<file path="config.mk">
export PLATFORM = sky130hd
export DESIGN_NAME = pcw_boot_mem_sequencer
export DESIGN_NICKNAME = d
export VERILOG_FILES = /design/src/rtl/pcw_boot_mem_sequencer.sv
export SDC_FILE = /design/constraint.sdc
export NUM_CORES = 1
export LEC_CHECK = 0
export ABC_AREA = 1
export BUFFER_PORTS_ARGS = -buffer_cell sky130_fd_sc_hd__buf_2
export CAP_MARGIN = 20
export CORE_ASPECT_RATIO = 0.6
export CORE_MARGIN = 2
export CORE_UTILIZATION = 54
export CTS_CLUSTER_DIAMETER = 50
export DETAILED_ROUTE_END_ITERATION = 10
export PLACE_DENSITY_LB_ADDON = 0.25
export SYNTH_ARGS = -nofsm -noshare
export SYNTH_HDL_FRONTEND = slang
export SYNTH_SLANG_ARGS = --single-unit
export TNS_END_PERCENT = 10
</file>
<file path="constraint.sdc">
create_clock -name clk_sys_i -period 3.05 [get_ports clk_sys_i]
set_input_delay 0.305 -clock clk_sys_i [delete_from_list [all_inputs] [get_ports clk_sys_i]]
set_output_delay 0.305 -clock clk_sys_i [all_outputs]
set_load 0.1 [all_outputs]
</file>
<file path="src/rtl/pcw_boot_mem_sequencer.sv">
// Boot memory sequencer: copies the boot ROM into RAM from address 0 after
// start, shares the RAM write port with single-entry-buffered HPS download
// writes, holds the CPU off during the copy and pulses execute_enable at the end.
module pcw_boot_mem_sequencer #(
    parameter int unsigned BOOT_ROM_END = 275,
    parameter int unsigned ADDR_W       = 16,
    parameter int unsigned ROM_LAT      = 1
) (
    input  logic              clk_sys_i,
    input  logic              reset_i,
    input  logic              start_i,
    output logic [ADDR_W-1:0] rom_addr_o,
    input  logic [7:0]        rom_data_i,
    input  logic              dl_wr_i,
    input  logic [ADDR_W-1:0] dl_addr_i,
    input  logic [7:0]        dl_data_i,
    output logic              dl_wait_o,
    output logic              mem_req_o,
    output logic [ADDR_W-1:0] mem_addr_o,
    output logic [7:0]        mem_data_o,
    input  logic              mem_ack_i,
    output logic              cpu_hold_o,
    output logic              execute_enable_o,
    output logic              dl_overflow_o
);

    localparam int unsigned LAT_W  = 2;
    localparam int unsigned DATA_W = 8;

    typedef enum logic [2:0] {
        S_IDLE,
        S_FETCH,
        S_WRITE_BOOT,
        S_GRANT_DL,
        S_WRITE_DL,
        S_DONE
    } state_t;

    state_t              state_q, state_d;
    logic [ADDR_W-1:0]   cnt_q, cnt_d;
    logic [LAT_W-1:0]    lat_q, lat_d;
    logic [ADDR_W-1:0]   mem_addr_q, mem_addr_d;
    logic [DATA_W-1:0]   mem_data_q, mem_data_d;
    logic                mem_req_q, mem_req_d;
    logic                cpu_hold_q, cpu_hold_d;
    logic                exec_q, exec_d;
    logic                restart_q, restart_d;
    logic                full_q, full_d;
    logic [ADDR_W-1:0]   dl_addr_q, dl_addr_d;
    logic [DATA_W-1:0]   dl_data_q, dl_data_d;
    logic                ovf_q, ovf_d;
    logic                restart_now;
    logic                dl_pend_now;

    // A start pulse this cycle or one latched while busy both request a (re)start.
    assign restart_now = restart_q | start_i;
    // A download accepted in the ack cycle still gets the next slot.
    assign dl_pend_now = full_q | dl_wr_i;

    // State and output registers with synchronous reset.
    always_ff @(posedge clk_sys_i) begin
        if (reset_i) begin
            state_q    <= S_IDLE;
            cnt_q      <= '0;
            lat_q      <= '0;
            mem_addr_q <= '0;
            mem_data_q <= '0;
            mem_req_q  <= 1'b0;
            cpu_hold_q <= 1'b0;
            exec_q     <= 1'b0;
            restart_q  <= 1'b0;
            full_q     <= 1'b0;
            dl_addr_q  <= '0;
            dl_data_q  <= '0;
            ovf_q      <= 1'b0;
        end else begin
            state_q    <= state_d;
            cnt_q      <= cnt_d;
            lat_q      <= lat_d;
            mem_addr_q <= mem_addr_d;
            mem_data_q <= mem_data_d;
            mem_req_q  <= mem_req_d;
            cpu_hold_q <= cpu_hold_d;
            exec_q     <= exec_d;
            restart_q  <= restart_d;
            full_q     <= full_d;
            dl_addr_q  <= dl_addr_d;
            dl_data_q  <= dl_data_d;
            ovf_q      <= ovf_d;
        end
    end

    // Next-state, download buffer and registered-output decode.
    always_comb begin
        state_d    = state_q;
        cnt_d      = cnt_q;
        lat_d      = lat_q;
        mem_addr_d = mem_addr_q;
        mem_data_d = mem_data_q;
        cpu_hold_d = cpu_hold_q;
        exec_d     = 1'b0;
        restart_d  = restart_q;
        full_d     = full_q;
        dl_addr_d  = dl_addr_q;
        dl_data_d  = dl_data_q;
        ovf_d      = ovf_q | (dl_wr_i & full_q);

        if (dl_wr_i && !full_q) begin
            full_d    = 1'b1;
            dl_addr_d = dl_addr_i;
            dl_data_d = dl_data_i;
        end

        unique case (state_q)
            S_IDLE: begin
                if (restart_now) begin
                    state_d    = S_FETCH;
                    cnt_d      = '0;
                    lat_d      = '0;
                    cpu_hold_d = 1'b1;
                    restart_d  = 1'b0;
                end else if (full_q) begin
                    state_d = S_GRANT_DL;
                end
            end
            S_FETCH: begin
                if (restart_now) begin
                    cnt_d     = '0;
                    lat_d     = '0;
                    restart_d = 1'b0;
                end else if (lat_q == LAT_W'(ROM_LAT)) begin
                    mem_addr_d = cnt_q;
                    mem_data_d = rom_data_i;
                    lat_d      = '0;
                    state_d    = S_WRITE_BOOT;
                end else begin
                    lat_d = lat_q + LAT_W'(1);
                end
            end
            S_WRITE_BOOT: begin
                if (mem_ack_i) begin
                    lat_d = '0;
                    if (!restart_now && (cnt_q == ADDR_W'(BOOT_ROM_END))) begin
                        state_d    = S_DONE;
                        cpu_hold_d = 1'b0;
                        exec_d     = 1'b1;
                    end else begin
                        cnt_d     = restart_now ? '0 : cnt_q + ADDR_W'(1);
                        restart_d = 1'b0;
                        state_d   = dl_pend_now ? S_GRANT_DL : S_FETCH;
                    end
                end else if (start_i) begin
                    restart_d = 1'b1;
                end
            end
            S_GRANT_DL: begin
                mem_addr_d = dl_addr_q;
                mem_data_d = dl_data_q;
                full_d     = 1'b0;
                state_d    = S_WRITE_DL;
                if (start_i) begin
                    restart_d = 1'b1;
                end
            end
            S_WRITE_DL: begin
                if (mem_ack_i) begin
                    lat_d = '0;
                    if (restart_now) begin
                        cnt_d      = '0;
                        cpu_hold_d = 1'b1;
                        restart_d  = 1'b0;
                        state_d    = S_FETCH;
                    end else if (cpu_hold_q) begin
                        state_d = S_FETCH;
                    end else begin
                        state_d = S_IDLE;
                    end
                end else if (start_i) begin
                    restart_d = 1'b1;
                end
            end
            S_DONE: begin
                state_d = S_IDLE;
                if (start_i) begin
                    restart_d = 1'b1;
                end
            end
            default: begin
                state_d = S_IDLE;
            end
        endcase

        mem_req_d = (state_d == S_WRITE_BOOT) || (state_d == S_WRITE_DL);
    end

    assign rom_addr_o       = cnt_q;
    assign dl_wait_o        = full_q;
    assign mem_req_o        = mem_req_q;
    assign mem_addr_o       = mem_addr_q;
    assign mem_data_o       = mem_data_q;
    assign cpu_hold_o       = cpu_hold_q;
    assign execute_enable_o = exec_q;
    assign dl_overflow_o    = ovf_q;

endmodule

</file>
==> results <==
- Synthesis handed over a netlist of 505 instances.
- After synthesis the cells add up to around 3500 µm².
- The most frequent standard cell in the layout excluding fill and tap cells is sky130_fd_sc_hd__nand2_1.
- After detailed routing, the number of vias per cell comes to 5.609.
- Summed over all cells, the static leakage comes to approximately 0.0017 µW.
- The number of nets in the finished design is ~600.
- The area of all placed cells without fillers is 4099 µm².
- After detailed routing, the average wire length per cell comes to around 15 µm.
- The I/O pin total is 82.
- In this run the worst path has a maximum fanout of 48.
- Clock tree synthesis selected as its root buffer the cell sky130_fd_sc_hd__clkbuf_8.
- The path class of the tightest hold or removal check is in -> reg.
- The routability congestion estimate is 0.9928.
- The number of global-route vias before repair is 3054.
- Across the VDD grid, the largest voltage drop is 0.3297 mV.
- The largest net degree at the start of global routing is 49.
- The cell family contributing the most delay on the critical path is simple AND/OR/NAND/NOR gates.
- The combined buffer and inverter count along the critical path is 2.
- The detailed-route wire length is just over 10000 µm.
- The run finished with clean final reports.
- The worst hold-check slack is a little under 0.2 ns.
- The number of DRC markers in iteration 0 is 432.
- The transition at the pin with the smallest max-transition slack is 0.7631 ns.
- The floorplan step set the die height to 66.38 µm.
- The setup TNS is 0 ns.
- The count of final hold-check violations is 0.
- The clock edge transition at the registers on the reported setup and hold paths is 0.08 ns.
- The longest individual stage delay on the worst path is 0.39 ns.
- The sequential share of the synthesized area is 42.87%.
- In this run the biggest area consumer among cell types represents 42.87% of the synthesized area.
- Buffers placed on the I/O ports in this run total 81.
- The first global-routing pass estimated 15850 µm of wire.
- Relative to the synthesized area, the layout overhead comes to 17.04%.
- The instance area at placement is 3910 µm².
- The final clock period utilization by the worst path is 66.01%.
- In this run the mean area of a mapped cell was between 6 and 7 µm².
- The number of post-CTS setup repair buffers is 0.
- The post-cts hold buffer count is 0.
- After layout, the design draws a total of 2355 µW.
- In this run the tightest slew margin relative to its limit is 49.07%.
- The initial antenna violation count is 0.
- The detail route stage leaves a number of antenna-violating nets equal to 0.
- The fmax is 0.4967 GHz.
- After detailed routing, the number of remaining DRC violations is 0.
- The buffer depth of the longest clock path is 2.
- Across the run, the number of max-cap violations was 0.
- The overall routing resource usage is 29.20%.
- The area of the core is 6193 µm².
- In the layout the commonest cells are 106 x sky130_fd_sc_hd__nand2_1, 85 x sky130_fd_sc_hd__nor2_1, 81 x sky130_fd_sc_hd__buf_2.
- The placement row count is 22.
- The initial core utilization is 56.55%.
- The global route total overflow is 0.
- The number of antenna repair diodes is 0.
- The worst setup path is of the reg -> reg kind.
- TritonCTS built the clock tree.
- The routed design could run at a clock period as short as a little over 2 ns.
- Setup repair after global routing left no endpoint under its margin.
- The overall die area is 7167 µm².
- The TritonCTS buffer count is 9.
- The cell at the slowest stage of the critical path is sky130_fd_sc_hd__dfxtp_1.
- The biggest area consumer among synthesized cells is sky130_fd_sc_hd__dfxtp_1.
- The count of pins over their slew limit is 0.
- The routed layout has around 3.7k vias.
- The data arrival time of the critical path is 2.29 ns.
- Walking the worst path, the cells encountered are inv_2, nor3_1, nand4_1, nand2_1, buf_4, o21ai_0, a31oi_1.
- Post-CTS repair changed the size of 0 cells.
- The HPWL after detailed placement is 7348 µm.
- The endpoint type of the worst setup path is a flip-flop.
- The clock insertion delay at the later pin of the skew report is 0.35 ns.
- The number of nets in the synthesized netlist is about 540.
- During synthesis, Yosys emitted a total of 0 warnings.
- The layout cell share with drive strength beyond 1 is 20.76%.
- In this run the power density over the cells is about 570 nW/µm².
- The kind of start point of the critical path is a flip-flop.
- The number of sinks driven by the clock tree is 75.
- Sorting the synthesized cells by area gives the leading types as sky130_fd_sc_hd__dfxtp_1 43%, sky130_fd_sc_hd__nand2_1 11%, sky130_fd_sc_hd__nor2_1 9.1%.
- The synthesized design contains 75 register bits.
- The first detailed-routing pass took 5 iterations.
- Once layout is complete, the utilization of the core stands at 66.18%.
- The synthesized netlist contains 34 unique library cells.
- The H-tree was split into 3 levels.
- Setup violations remaining at the end of the flow were counted as 0.
- Across the routed clock network, the largest skew measured is 0.008018 ns.
- The horizontal die dimension is ~110 µm.
- STA puts the critical path data required time at 3.33 ns.
==> where the power goes <==
group	switching, µW	internal (µW)
clock	389	346
combinational	421	111
sequential	45.8	1040
==> worst reg2reg max path, delay by kind of cell, from the launching register on <==
kind,cells,cell delay (ns)
AOI/OAI and AO/OA,2,0.36
buffers and inverters,2,0.46
DFF,1,0.39
and+or+nand+nor,3,0.75
==> metrics by stage <==
stage	worst slack, ns	cells
after global routing	0.8082	662
after CTS	1.108	662
after detailed placement	1.116	646
after global placement	1.154	646
final	1.037	662
after floorplan	0.7304	505
==> synthesized netlist by cell type, drive strengths merged <==
cell type	count
nand3	31
o21ai	59
or2	1
nor2	89
ha	1
nand2	111
xor2	2
a21boi	1
dfxtp	75
buf	15
nor3	11
a211oi	1
a21oi	17
o31ai	1
nand4	11
inv	37
clkbuf	14
nor4	1
a41oi	1
a31oi	25
a311oi	1
==> worst paths after layout <==
check               startpoint             to  slack (ns)  depth (start not counted)
hold reg to reg       lat_q[1]       lat_q[1]        0.46                          2
setup reg to reg    state_q[0]  mem_data_o[1]        1.04                          7
setup / recovery    state_q[0]  mem_data_o[1]        1.04                          7
hold / removal    dl_addr_i[8]   dl_addr_q[8]        0.20                          3
==> logic make-up (layout without fill, tap and decap cells) <==
family	count (synthesis)	count (layout)	share of synthesized area [%]
simple gates	255	255	31.73
compound gates	106	106	16.58
flops	75	75	42.87
buf+inv	66	139	7.967
xor+xnor	2	2	0.5003
fa+ha+maj	1	1	0.3572
==> registers in the layout, summed over array words and instances (netlist names) <==
name              flops
cpu_hold_o            1
dl_addr_q            16
dl_data_q             8
dl_overflow_o         1
dl_wait_o             1
execute_enable_o      1
lat_q                 2
mem_addr_o           16
mem_data_o            8
mem_req_o             1
restart_q             1
rom_addr_o           16
state_q               3
==> layout make-up <==
| class | count | area (µm²) |
|---|---|---|
| Sequential cell | 75 | 1501 |
| Timing Repair Buffer | 86 | 442.9 |
| Multi-Input combinational cell | 364 | 1722 |
| Clock buffer | 12 | 155.1 |
| Tap cell | 84 | 105.1 |
| Fill cell | 573 | 2095 |
| Inverter | 37 | 138.9 |
| Clock inverter | 4 | 33.78 |
==> per-layer routing <==
| layer | up-vias | part of all wire (%) | wire, µm | global-route usage [%] |
|---|---|---|---|---|
| met2 | 211 | 39 | 3911 | 37.81 |
| met1 | 1683 | 47 | 4795 | 45.02 |
| met4 | 0 | 0.64 | 65 | 5.929 |
| met5 | - | 0 | 0 | 0 |
| met3 | 9 | 14 | 1381 | 10.54 |
| li1 | 1810 | - | - | - |
Note: power is estimated with default switching activity, not from simulation.
